**src/rtl/mem_loader_pkg.sv**
```systemverilog
// Shared definitions for the mem_loader slice.
// Contents:
//   state_t      - loader FSM encoding (IDLE=0, COLLECT=1, WRITE=2, DONE=3)
//   calc_bytes   - bytes per memory word (WIDTH/8)
//   idx_width    - width of a byte index able to count 0..BYTES-1 (minimum 1)
package mem_loader_pkg;

  typedef enum logic [1:0] {
    ST_IDLE    = 2'd0,
    ST_COLLECT = 2'd1,
    ST_WRITE   = 2'd2,
    ST_DONE    = 2'd3
  } state_t;

  function automatic int calc_bytes(input int width);
    return width / 8;
  endfunction

  function automatic int idx_width(input int bytes);
    return (bytes > 1) ? $clog2(bytes) : 1;
  endfunction

endpackage

```
**src/rtl/mem_loader_shift.sv**
```systemverilog
// Byte-to-word shift assembler. Bytes are packed MSB-first: the first byte of
// a word ends up in the top byte lane.
// Ports:
//   clk, reset  - clock and synchronous active-high reset
//   clear       - discard any partial word and restart at byte index 0
//   shift_en    - a byte is transferred this cycle
//   byte_in     - byte being transferred
//   next_word   - word value including byte_in (valid when shift_en is high)
//   word_done   - this transfer completes a word (byte index BYTES-1)
module mem_loader_shift
  import mem_loader_pkg::*;
#(
  parameter int WIDTH = 8
) (
  input  logic             clk,
  input  logic             reset,
  input  logic             clear,
  input  logic             shift_en,
  input  logic [7:0]       byte_in,
  output logic [WIDTH-1:0] next_word,
  output logic             word_done
);

  localparam int BYTES = calc_bytes(WIDTH);
  localparam int IDX_W = idx_width(BYTES);

  logic [WIDTH-1:0] word;
  logic [IDX_W-1:0] idx;

  // A single-byte word has nothing to shift; the byte is the whole word.
  generate
    if (BYTES == 1) begin : g_single
      assign next_word = byte_in;
    end else begin : g_multi
      assign next_word = {word[WIDTH-9:0], byte_in};
    end
  endgenerate

  assign word_done = shift_en && (idx == IDX_W'(BYTES - 1));

  always_ff @(posedge clk) begin
    if (reset || clear) begin
      word <= '0;
      idx  <= '0;
    end else if (shift_en) begin
      word <= next_word;
      idx  <= word_done ? '0 : idx + IDX_W'(1);
    end
  end

endmodule

```
**src/rtl/mem_loader.sv**
```systemverilog
// Streaming memory loader: assembles a byte stream into WIDTH-bit words and
// writes them to consecutive addresses of a single-write-port memory,
// starting at base_addr, for word_cnt words (0 = 2^ADDR_SIZE words).
// Ports:
//   clk, reset               - clock and synchronous active-high reset
//   start, abort             - begin a load (IDLE/DONE only) / cancel (any state)
//   base_addr, word_cnt      - load parameters, sampled on an accepted start
//   byte_in, byte_valid      - upstream byte stream
//   byte_ready               - loader accepts a byte this cycle
//   mem_wen, mem_wa, mem_din - memory write port
//   busy, done               - status (COLLECT/WRITE, DONE)
//   cur_addr                 - next address to be written
//   dbg_state                - current FSM state (state_t encoding)
//
// Handshake: a byte moves when byte_valid && byte_ready on a rising edge.
// byte_ready is decoded from state alone (high only in COLLECT) and never
// looks at byte_valid; the producer holds byte_in/byte_valid until it sees
// the transfer edge, and the loader never takes a byte it did not flag ready.
module mem_loader
  import mem_loader_pkg::*;
#(
  parameter int WIDTH     = 8,
  parameter int ADDR_SIZE = 10
) (
  input  logic                 clk,
  input  logic                 reset,
  input  logic                 start,
  input  logic                 abort,
  input  logic [ADDR_SIZE-1:0] base_addr,
  input  logic [ADDR_SIZE-1:0] word_cnt,
  input  logic [7:0]           byte_in,
  input  logic                 byte_valid,
  output logic                 byte_ready,
  output logic                 mem_wen,
  output logic [ADDR_SIZE-1:0] mem_wa,
  output logic [WIDTH-1:0]     mem_din,
  output logic                 busy,
  output logic                 done,
  output logic [ADDR_SIZE-1:0] cur_addr,
  output logic [1:0]           dbg_state
);

  state_t               state;
  logic [ADDR_SIZE-1:0] addr;
  logic [ADDR_SIZE-1:0] remaining;

  logic                 start_ok;
  logic                 shift_en;
  logic                 word_done;
  logic [WIDTH-1:0]     next_word;

  // abort outranks start, so a coincident start is not accepted.
  assign start_ok = start && !abort && ((state == ST_IDLE) || (state == ST_DONE));
  assign shift_en = byte_valid && byte_ready;

  mem_loader_shift #(
    .WIDTH (WIDTH)
  ) u_shift (
    .clk       (clk),
    .reset     (reset),
    .clear     (abort || start_ok),
    .shift_en  (shift_en),
    .byte_in   (byte_in),
    .next_word (next_word),
    .word_done (word_done)
  );

  // Status outputs are pure state decodes, so they are glitch-free and
  // change only on clock edges.
  assign byte_ready = (state == ST_COLLECT);
  assign mem_wen    = (state == ST_WRITE);
  assign busy       = (state == ST_COLLECT) || (state == ST_WRITE);
  assign done       = (state == ST_DONE);
  assign cur_addr   = addr;
  assign dbg_state  = state;

  always_ff @(posedge clk) begin
    if (reset) begin
      state     <= ST_IDLE;
      addr      <= '0;
      remaining <= '0;
      mem_wa    <= '0;
      mem_din   <= '0;
    end else if (abort) begin
      // A write already in progress this cycle completes (mem_wen is a
      // state decode); nothing further is written.
      state <= ST_IDLE;
    end else begin
      case (state)
        ST_IDLE, ST_DONE: begin
          if (start) begin
            addr      <= base_addr;
            remaining <= word_cnt;
            state     <= ST_COLLECT;
          end
        end
        ST_COLLECT: begin
          // Capture address and data on entry to WRITE so they hold their
          // values after the write cycle.
          if (word_done) begin
            mem_wa  <= addr;
            mem_din <= next_word;
            state   <= ST_WRITE;
          end
        end
        ST_WRITE: begin
          // Both counters wrap; remaining=0 at start therefore yields
          // 2^ADDR_SIZE words.
          addr      <= addr + ADDR_SIZE'(1);
          remaining <= remaining - ADDR_SIZE'(1);
          state     <= (remaining == ADDR_SIZE'(1)) ? ST_DONE : ST_COLLECT;
        end
        default: state <= ST_IDLE;
      endcase
    end
  end

endmodule

```
**config.mk**
```make
export PLATFORM = sky130hd
export DESIGN_NAME = mem_loader
export DESIGN_NICKNAME = d
export VERILOG_FILES = /design/src/rtl/mem_loader_pkg.sv /design/src/rtl/mem_loader_shift.sv /design/src/rtl/mem_loader.sv
export SDC_FILE = /design/constraint.sdc
export NUM_CORES = 1
export LEC_CHECK = 0
export BUFFER_PORTS_ARGS = -buffer_cell sky130_fd_sc_hd__buf_2
export CORE_MARGIN = 1
export CORE_UTILIZATION = 50
export DETAILED_ROUTE_END_ITERATION = 8
export HOLD_SLACK_MARGIN = 0.1
export PLACE_DENSITY = 0.9
export SYNTH_ARGS = -nofsm -noshare
export SYNTH_HDL_FRONTEND = slang
export SYNTH_SLANG_ARGS = --single-unit
```
**constraint.sdc**
```tcl
create_clock -name clk -period 2.3 [get_ports clk]
set_input_delay 0.46 -clock clk [delete_from_list [all_inputs] [get_ports clk]]
set_output_delay 0.46 -clock clk [all_outputs]
set_load 0.01 [all_outputs]
```
==> results.cfg <==
[detailed_routing]
viasPerCell = 5.79
wire_per_inst_um = 13.5
wirelength_um = 5100
drc = 0
firstDrtPassIters = 4
antenna_left = 0
drtIter0Drc = 153
vias = 2194

[layout]
insertedDiodeCount = 0
drive_gt1_share_pct = 26.9
nNetsFinal = 370
fillCellCount = 329
area_delta_synth_final_pct = 23.6
fin_area_mm2 = 0.00254

[grt]
gr-total-overflow = 0
grt_max_degree = 37
antenna_found_initial = 0
grt_usage_pct = 24.2
grt_pass1_vias = 1785
grt_pass1_wl_um = 8100

[sta]
fin_crit_sh_pct = 81.8
relSlewSlack_pct = 62.3
setup_viol = 0
fmax_ghz = 0.531
slew_viol_final = 0
skew_ps = 3.77
min_period_ps = 1880
tns_ps = 0
hold_violations = 0
rsz0062_at_grt = no
worst_slew_pin_slew_ps = 562

[floorplanning]
die_y_um = 66.1
core_region_area_mm2 = 0.00380
die_area_mm2 = 0.00437
fp-row-count = 22
die_w_um = 66.1
start_util_pct = 54.1
io_pins = 67

[clocking]
cts-buffers-inserted = 5
cts.sinks = 41
cts-hold-fix-buffers = 0
root_buffer = clkbuf_8
post_cts_buffers = 0
clkLatencyLatePin_ps = 290
cts_tree = yes
clock_path_buffers = 2
htreeDepth = 2
cts.repair.resized = 0
clk_pin_slew_ps = 80

[logic_synthesis]
yosysUniqueCellTypes = 51
syn-num-nets = 303
async_flop_share_pct = 0
synth_top_cells_by_count = 57 x nand2_1, 41 x dfxtp_1, 40 x a21oi_1
seq_area_frac_synth_pct = 40.0
ys.flop_type = dfxtp_1
synthTopCellsByArea = dfxtp_1 40%, nand2_1 10%, a21oi_1 9.7%
synth_top_area_cell = dfxtp_1
synth_top_area_share_pct = 40.0
synthMostInstantiatedCell = nand2_1
postSynthCellCount = 264
syn_avg_cell_area_um2 = 7.78
synth_edf_count = 0
syn_area_mm2 = 0.00205
synth_seq_cells = 41
yosysWarnings = 0

[power_and_ir_drop]
p_per_area_mw_per_mm2 = 597
ir_worst_vdd_uv = 309
total_leakage_power_nw = 1.07
power.total_mw = 1.52

[place]
port_buffers = 66
place_area_mm2 = 0.00243
dpl.hpwl_um = 3460
gp_congestion = 0.837

[critical_path]
path_delay_family = compound AO/OA/AOI/OAI gates
slowest_delay_ps = 370
timing.rr.start = dbg_state[0]
path_max_fanout = 18
cp_data_required_time_ps = 2500
crit_chain = inv_1 -> ha_1 -> nand2b_1 -> a21oi_1 -> buf_4 -> o21ai_0 -> a221oi_1
arrival_ps = 2090
endpoint_kind = flop
startpoint_type = flop
crit_buf_inv = 2
crit_slowest_cell = dfxtp_1
worstSetupPathType = reg -> reg
crit_start = dbg_state[0]

[run]
cap_violations = 0

[outcome]
status = finished clean

[min_path]
holdCritStartpoint = byte_in[5]
min_path_type = in -> reg
[final cells by class]
type / instances / area, um^2 / area share, %
multi-input cells: 196 / 1110 / 43.9
flip-flops and latches: 41 / 821 / 32.3
repair buffers: 74 / 390 / 15.4
clock buffers: 5 / 68.8 / 2.71
well taps: 48 / 60.1 / 2.37
inverters: 13 / 48.8 / 1.92
clock inverters: 2 / 35.0 / 1.38
[worst min-delay path: stages]
cell     delay [ps]
buf_2            90
nand2_1          40
a21oi_1          50
[layout by cell type, fill, tap and decap left out, types with 2 or more instances in the layout]
| cell type | synthesis | final |
|---|---|---|
| o21a_1 | 2 | 2 |
| nand2b_1 | 2 | 2 |
| a211oi_1 | 2 | 2 |
| nor4b_1 | 2 | 2 |
| a41oi_1 | 2 | 2 |
| buf_4 | 2 | 8 |
| a31oi_1 | 4 | 4 |
| o21ai_0 | 12 | 12 |
| a311oi_1 | 2 | 2 |
| clkbuf_8 | 0 | 5 |
| a21oi_1 | 40 | 40 |
| nand2_1 | 57 | 57 |
| ha_1 | 6 | 6 |
| dfxtp_1 | 41 | 41 |
| or4_1 | 2 | 2 |
| nor2_1 | 13 | 13 |
| buf_2 | 1 | 66 |
| nor3_1 | 7 | 7 |
| inv_1 | 13 | 13 |
| mux2i_1 | 2 | 2 |
| nor2b_1 | 6 | 6 |
| nand3_1 | 3 | 3 |
| and4_1 | 2 | 2 |
| o32ai_1 | 5 | 5 |
[metrics by stage]
stage	util, %	hold slack (ps)	worst slack (ps)	std cells
3_5_place_dp	64.1	445	432	372
4_1_cts	66.8	391	422	379
3_3_place_gp	64.1	439	502	372
2_1_floorplan	-	454	316	264
6_report	66.8	394	418	379
5_1_grt	66.8	397	225	379
[sequential cells by signal (all words and copies together) (netlist names)]
name / count
remaining: 10
u_shift.idx: 1
mem_din: 8
cur_addr: 10
mem_wa: 10
dbg_state: 2
[routing by layer]
| layer | GRT usage (%) | share of wire [%] |
|---|---|---|
| met5 | 0 | 0 |
| met4 | 8.51 | 1.3 |
| met3 | 4.48 | 6.8 |
| met2 | 38.1 | 46 |
| met1 | 32.9 | 46 |
[power by group]
| part | switching [mW] | total [mW] | internal [mW] |
|---|---|---|---|
| registers | 0.0286 | 0.762 | 0.733 |
| logic | 0.108 | 0.195 | 0.0864 |
| clock network | 0.244 | 0.559 | 0.315 |
[path summary, 6_finish.rpt]
path | to | slack, ps | cells past startpoint
worst max-delay path | remaining[0] | 420 | 7
worst min-delay path | mem_din[5] | 390 | 3
worst max register to register | remaining[0] | 420 | 7
worst min register to register | mem_din[5] | 450 | 2
[cell families after synthesis]
| kind of cell | after synthesis | synth area share, % |
|---|---|---|
| simple gates | 105 | 24.5 |
| compound gates | 83 | 25.2 |
| flops | 41 | 40.0 |
| buf+inv | 27 | 5.79 |
| fa+ha+maj | 6 | 3.65 |
| mux | 2 | 0.974 |
Power figures use the tool's default switching activity.
